$ cat src/rtl/oam_dma_master.sv
// OAM DMA master: passes CPU bus traffic through to memory while idle, and on a
// write to ADDR_TRIGGER halts the CPU and copies one 256-byte page to ADDR_TARGET.
module oam_dma_master #(
    parameter logic [15:0] ADDR_TRIGGER = 16'h4014,
    parameter logic [15:0] ADDR_TARGET  = 16'h2004
) (
    input  logic        clk,
    input  logic        rst,
    input  logic [15:0] cpu_addr_out,
    input  logic [7:0]  cpu_data_out,
    input  logic        cpu_ren,
    input  logic        cpu_wen,
    output logic [7:0]  cpu_data_in,
    output logic        cpu_halt,
    output logic [15:0] mem_addr_out,
    output logic [7:0]  mem_data_out,
    output logic        mem_ren,
    output logic        mem_wen,
    input  logic [7:0]  mem_data_in,
    output logic        dma_busy
);

    typedef enum logic [2:0] {
        S_IDLE,
        S_HALT,
        S_ALIGN,
        S_READ,
        S_WRITE
    } state_t;

    state_t      state, state_next;
    logic [7:0]  page;
    logic [7:0]  idx;
    logic [7:0]  data_buf;
    logic        parity;
    logic        trigger;

    assign trigger = (state == S_IDLE) && cpu_wen && (cpu_addr_out == ADDR_TRIGGER);

    always_ff @(posedge clk) begin
        if (rst) begin
            state    <= S_IDLE;
            page     <= '0;
            idx      <= '0;
            data_buf <= '0;
            parity   <= 1'b0;
        end else begin
            // parity free-runs in every state; it decides whether HALT needs an ALIGN slot
            parity <= ~parity;
            state  <= state_next;
            if (trigger) begin
                page <= cpu_data_out;
                idx  <= '0;
            end
            if (state == S_READ)
                data_buf <= mem_data_in;
            if (state == S_WRITE)
                idx <= idx + 8'd1;
        end
    end

    always_comb begin
        state_next   = state;
        cpu_data_in  = 8'h00;
        mem_addr_out = '0;
        mem_data_out = '0;
        mem_ren      = 1'b0;
        mem_wen      = 1'b0;

        case (state)
            S_IDLE: begin
                mem_addr_out = cpu_addr_out;
                mem_data_out = cpu_data_out;
                mem_ren      = cpu_ren;
                mem_wen      = cpu_wen;
                cpu_data_in  = mem_data_in;
                if (trigger)
                    state_next = S_HALT;
            end
            S_HALT: begin
                state_next = parity ? S_ALIGN : S_READ;
            end
            S_ALIGN: begin
                state_next = S_READ;
            end
            S_READ: begin
                mem_addr_out = {page, idx};
                mem_ren      = 1'b1;
                state_next   = S_WRITE;
            end
            S_WRITE: begin
                mem_addr_out = ADDR_TARGET;
                mem_data_out = data_buf;
                mem_wen      = 1'b1;
                state_next   = (idx == 8'hFF) ? S_IDLE : S_READ;
            end
            default: begin
                state_next = S_IDLE;
            end
        endcase
    end

    assign dma_busy = (state != S_IDLE);
    assign cpu_halt = dma_busy;

endmodule

$ cat config.mk
export PLATFORM = sky130hd
export DESIGN_NAME = oam_dma_master
export DESIGN_NICKNAME = d
export VERILOG_FILES = /design/src/rtl/oam_dma_master.sv
export SDC_FILE = /design/constraint.sdc
export NUM_CORES = 1
export LEC_CHECK = 0
export ABC_AREA = 1
export ABC_CLOCK_PERIOD_IN_PS = 1700
export CORE_UTILIZATION = 42
export CTS_CLUSTER_SIZE = 10
export DETAILED_ROUTE_END_ITERATION = 7
export GPL_ROUTABILITY_DRIVEN = 0
export GPL_TIMING_DRIVEN = 0
export HOLD_SLACK_MARGIN = 0.15
export PLACE_DENSITY = 0.88
export SYNTH_ARGS = -nofsm -noshare
export SYNTH_HDL_FRONTEND = slang
export SYNTH_SLANG_ARGS = --single-unit
$ cat constraint.sdc
create_clock -name clk -period 1.7 [get_ports clk]
set_input_delay 0.34 -clock clk [delete_from_list [all_inputs] [get_ports clk]]
set_output_delay 0.34 -clock clk [all_outputs]
set_load 0.02 [all_outputs]
After elaboration in Yosys (flattened, before gate mapping)
Index checks and enable logic that the tools add are counted.

$add $sub $neg: 1. Multipliers: 0. Divide/modulo/power cells: 0. $lt $le $gt $ge: 0. Equal/unequal tests: 7. Shifts and indexed selects: 0. Multiplexer cells: 11. Bitwise gates (word level): 1. Reductions and logical operators: 5.

Operators by type and width (number): 16-bit one-hot mux with 3 select lines (1); 8-bit 2-to-1 mux (3); 16-bit by 15-bit equality test with 1-bit output (second input constant) (1); 8-bit one-hot mux with 2 select lines (1); 3-bit one-hot mux with 5 select lines (1); 8-bit by 1-bit adder with 8-bit output (second input constant) (1); 8-bit equality test (second input constant) (1); 3-bit by 2-bit equality test with 1-bit output (second input constant) (2); 1-bit one-hot mux with 2 select lines (2); 3-bit by 1-bit equality test with 1-bit output (second input constant) (1); 3-bit equality test (second input constant) (1); 3-bit logical NOT (1); 3-bit 2-to-1 mux (1); 3-bit nonzero test (1); 1-bit logical AND (2); 2-bit 2-to-1 mux (1); 2-bit != test (second input constant) (1); 2-bit nonzero test (1); 1-bit 2-to-1 mux (1); 1-bit NOT (1).

Register bits after elaboration: 28. Latch bits: 0. Memory bits (writable): 0. ROM bits: 0. Output and inout bits: 36. Logic and storage cells: 30. Memories kept: 0.

Longest topological paths before layout
Depth in word-level cells: 5. Depth in mapped cells: 9.

Worst setup path after synthesis
No wires, ideal clock.

Path type: register to output. From: register state[0]. To: output mem_addr_out[10]. Data arrival time: 1.352 ns. Data required time: 1.360 ns. Setup slack: 0.008 ns. Cell stages (with the launch flop): 6. Buffers on the path: 1. Cell sequence: dfxtp_1 -> nand2_1 -> nor2_1 -> inv_1 -> clkbuf_1 -> o21ai_0.

Cells in the longest elaborated chain, start to end: 2. Elaborated cells between the ends (all ways): 4.

RTL lines: start: declaration (line 31) `state_t state, state_next;`; start signal: assignment (line 50) `state <= state_next;`; 3-bit equality test, or another cell as far along (line 70) `case (state)`; 16-bit one-hot mux with 3 select lines * (line 70); end: declaration (line 15) `output logic [15:0] mem_addr_out,`.

Every way passes the cells marked *; elsewhere a longest branch is shown, timed or not.

Worst setup path in the final report
From: register state[0]. To: output mem_addr_out[8].

Same word-level chain as after synthesis.

==> summary.txt <==
Yosys
  – Register bit total from synthesis: 28
  – Synthesized area: 0.001603 mm^2
  – Number of library cell types mapped by synthesis: 22
  – Sequential fraction of the synthesis area: between 30% and 40%
  – Syn_nets: between 200 and 300
  – Number of synthesis warnings: 0
  – Avg Inst Size Synth: slightly above 6 um^2
  – Post-Synthesis Cells: 258

Route
  – Via density: about 5.0
  – Routed Antenna Nets: 0
  – Routed len/inst: around 14 um
  – DRC: 0
  – Initial DRC Count: 194
  – Via count: 1988
  – Routed WL: approximately 5500 um
  – Drt first pass iters: 5

Min path
  – Worst hold endpoint: state[1]
  – Hold WC Path Type: in -> reg
  – Hold Startpoint: rst
  – Hold Path Depth: 2

STA
  – Endpoints failing hold: 0
  – Clock Skew: 4.893 ps
  – Slew HR: between 80% and 90%
  – Pins Over Slew Limit: 0
  – RSZ-0062 raised after global routing: yes
  – Final Cycle Share: 108.5%
  – Final setup violation count: 35
  – Final min period: between 1500 and 2000 ps
  – Hold_ws: between 300 and 400 ps
  – Final setup TNS: -2968 ps
  – Setup ws final: -145.0 ps
  – Maximum clock frequency: roughly 540 MHz
  – Least-Margin Pin Slew: between 200 and 300 ps

Power and ir drop
  – PD cells: approximately 970 mW/mm^2
  – Clock Power Share: about 16%
  – Seq pwr share: 25.8%
  – Max VDD drop: around 580 uV
  – Leak Pwr: 1.320 nW
  – Combinational share of power: around three fifths
  – Tot Pwr: approximately 0.0027 W
  – Psw: 0.001023 W
  – Internal: 0.001659 W
  – Switch share: 38.14%

Worst setup path
  – FF-to-FF Start: state[0]
  – CP Launch Point: state[0]
  – Setup CP Type: reg -> out
  – Crit Path Max Fanout: 11
  – Req. time, crit path: 1360 ps
  – Capturing point of the worst reg2reg path: page[3]
  – CP Cell Sequence: nor2_4, nand2_4, clkbuf_16, o22ai_2, buf_6
  – Worst r2r path cells: 9
  – Crit. End Element: primary output
  – Max incr delay on CP: approximately 370 ps
  – Critical path buffers and inverters: 2
  – Crit-path leading delay family: flip-flops
  – Slowest cell on crit path: dfxtp_4
  – Startpoint Class: register
  – R2R Setup Slk: 10 ps
  – Critical Path AT: approximately 1500 ps

Floorplanning
  – CORE AREA: between 0.003 and 0.004 mm^2
  – Full die area: roughly 0.004 mm^2
  – Starting Density: between 40% and 50%
  – # IOs: around 70
  – Die Wd: about 64 um
  – Die H: about 64 um
  – Row Count: 22

Finish
  – Fraction of layout cells with a size suffix above 1: approximately 31%
  – Most common cell after layout, fill and taps aside: nand2_1
  – Register area: ~570 um^2
  – Syn-to-layout area delta: 72.05%
  – Nets: approximately 380
  – # diodes: 0
  – Multi-input gate area: around 990 um^2
  – FILL cells: 275
  – Most frequent cells in the layout: 61 x nand2_1, 39 x nor2_1, 34 x clkdlybuf4s50_1, 29 x inv_1, 27 x buf_4

Job
  – Max-cap violation count: 0

Clocking
  – CTS tree: done
  – Clock latency on the worst-skew pair: around 280 ps
  – CTS root buffer: clkbuf_8
  – # H-tree levels: 1
  – Worst-path clk slew: about 100 ps
  – Num Clock Sinks: 28
  – CTS buffer count: 3
  – Post-CTS Hold Fix Bufs: 0
  – Worst-case clock buffer depth: 2

GRT
  – Overflow after GRT: 0
  – Initial antenna violation count: 0
  – Largest net degree at the start of global routing: 16
  – Total GRT Usage: a little over a quarter
  – Vias in the first global route: 1829
  – Global-route wire length before repair: around 8300 um

Run status
  – Status: finished, violations left
  – Failing checks: negative setup slack

Placed design
  – I/O Buffers: 70
  – HPWL Detailed: ~3500 um
-- flip-flops by register name, summed over array words and instances, names as in the netlist --
name	count
data_buf	8
idx	8
page	8
parity	1
state	3
-- repair_timing --
action	4_1_cts	5_1_grt
buffers inserted	7	6
hold endpoints to repair	0	0
pin swaps	3	6
resized for setup	219	68
setup endpoints to repair	36	36
gates cloned	1	1
-- routing by layer --
metal	share of wire (%)	GRT usage [%]	up-vias
met3	8.4	5.536	11
met4	1.7	9.091	0
met2	51	46.14	105
met5	0	0	-
li1	-	-	989
met1	39	31.31	883
-- metrics by stage --
stage               util, %  cells  setup WS [ps]  cell area [um^2]
floorplan                 -    258          8.179              1603
global placement      64.56    376         -593.6              2364
detailed placement    64.56    376         -596.6              2364
CTS                   68.59    388         -81.32              2511
global route          75.32    394         -184.2              2758
finish                75.32    394         -145.0              2758
-- cell usage after synthesis --
master,instances,area share (%)
buf_2,6,1.9
ha_1,1,0.78
o221ai_1,1,0.55
dfxtp_1,28,35
nand3_1,12,3.7
nor2_1,41,9.6
o211ai_1,1,0.47
nor2_4,2,1.4
inv_1,32,7.5
xor2_1,2,1.1
o21ai_0,19,5.9
buf_6,1,0.70
clkbuf_1,2,0.47
buf_4,3,1.4
nand2_4,1,0.70
clkinv_1,1,0.23
a32o_1,2,1.2
o22ai_1,3,1.2
a21oi_1,20,6.2
nand3_4,1,1.1
a22o_1,1,0.55
nand2_1,78,18
-- kinds of logic (layout without fill, tap and decap cells) --
group | Yosys count | after routing | share of synthesized area (%)
adders and majority gates | 1 | 1 | 0.7805
and+or+nand+nor | 135 | 135 | 34.82
xor gates and xnor gates | 2 | 2 | 1.093
AOI/OAI and AO/OA | 47 | 47 | 16.16
DFF | 28 | 28 | 34.97
buffers and inverters | 45 | 133 | 12.18
-- power by group through the flow --
stage | Sequential [W] | Combinational (W) | Clock [W]
6_report | 0.000692 | 0.00157 | 0.000421
5_1_grt | 0.000694 | 0.00165 | 0.000459
4_1_cts | 0.000691 | 0.00121 | 0.000420
3_5_place_dp | 0.000704 | 0.00115 | 0
3_3_place_gp | 0.000703 | 0.00114 | 0
2_1_floorplan | 0.000701 | 0.000585 | 0
-- how the worst max path moves through the flow --
stage | cells after the start | slack, ps | endpoint
3_3_place_gp | 6 | -590 | mem_addr_out[10]
2_1_floorplan | 5 | 8 | mem_addr_out[10]
6_report | 5 | -140 | mem_addr_out[8]
3_5_place_dp | 6 | -600 | mem_addr_out[11]
5_1_grt | 5 | -180 | mem_addr_out[8]
4_1_cts | 7 | -80 | mem_data_out[1]
-- layout make-up --
type | instances | share of cell area [%]
repair buffers | 85 | 29.90
plain buffers | 11 | 4.492
flip-flops and latches | 28 | 20.74
multi-input cells | 185 | 35.84
well taps | 48 | 2.178
clock buffers | 4 | 1.996
inverters | 33 | 4.855
(Power assumes the default switching activity.)
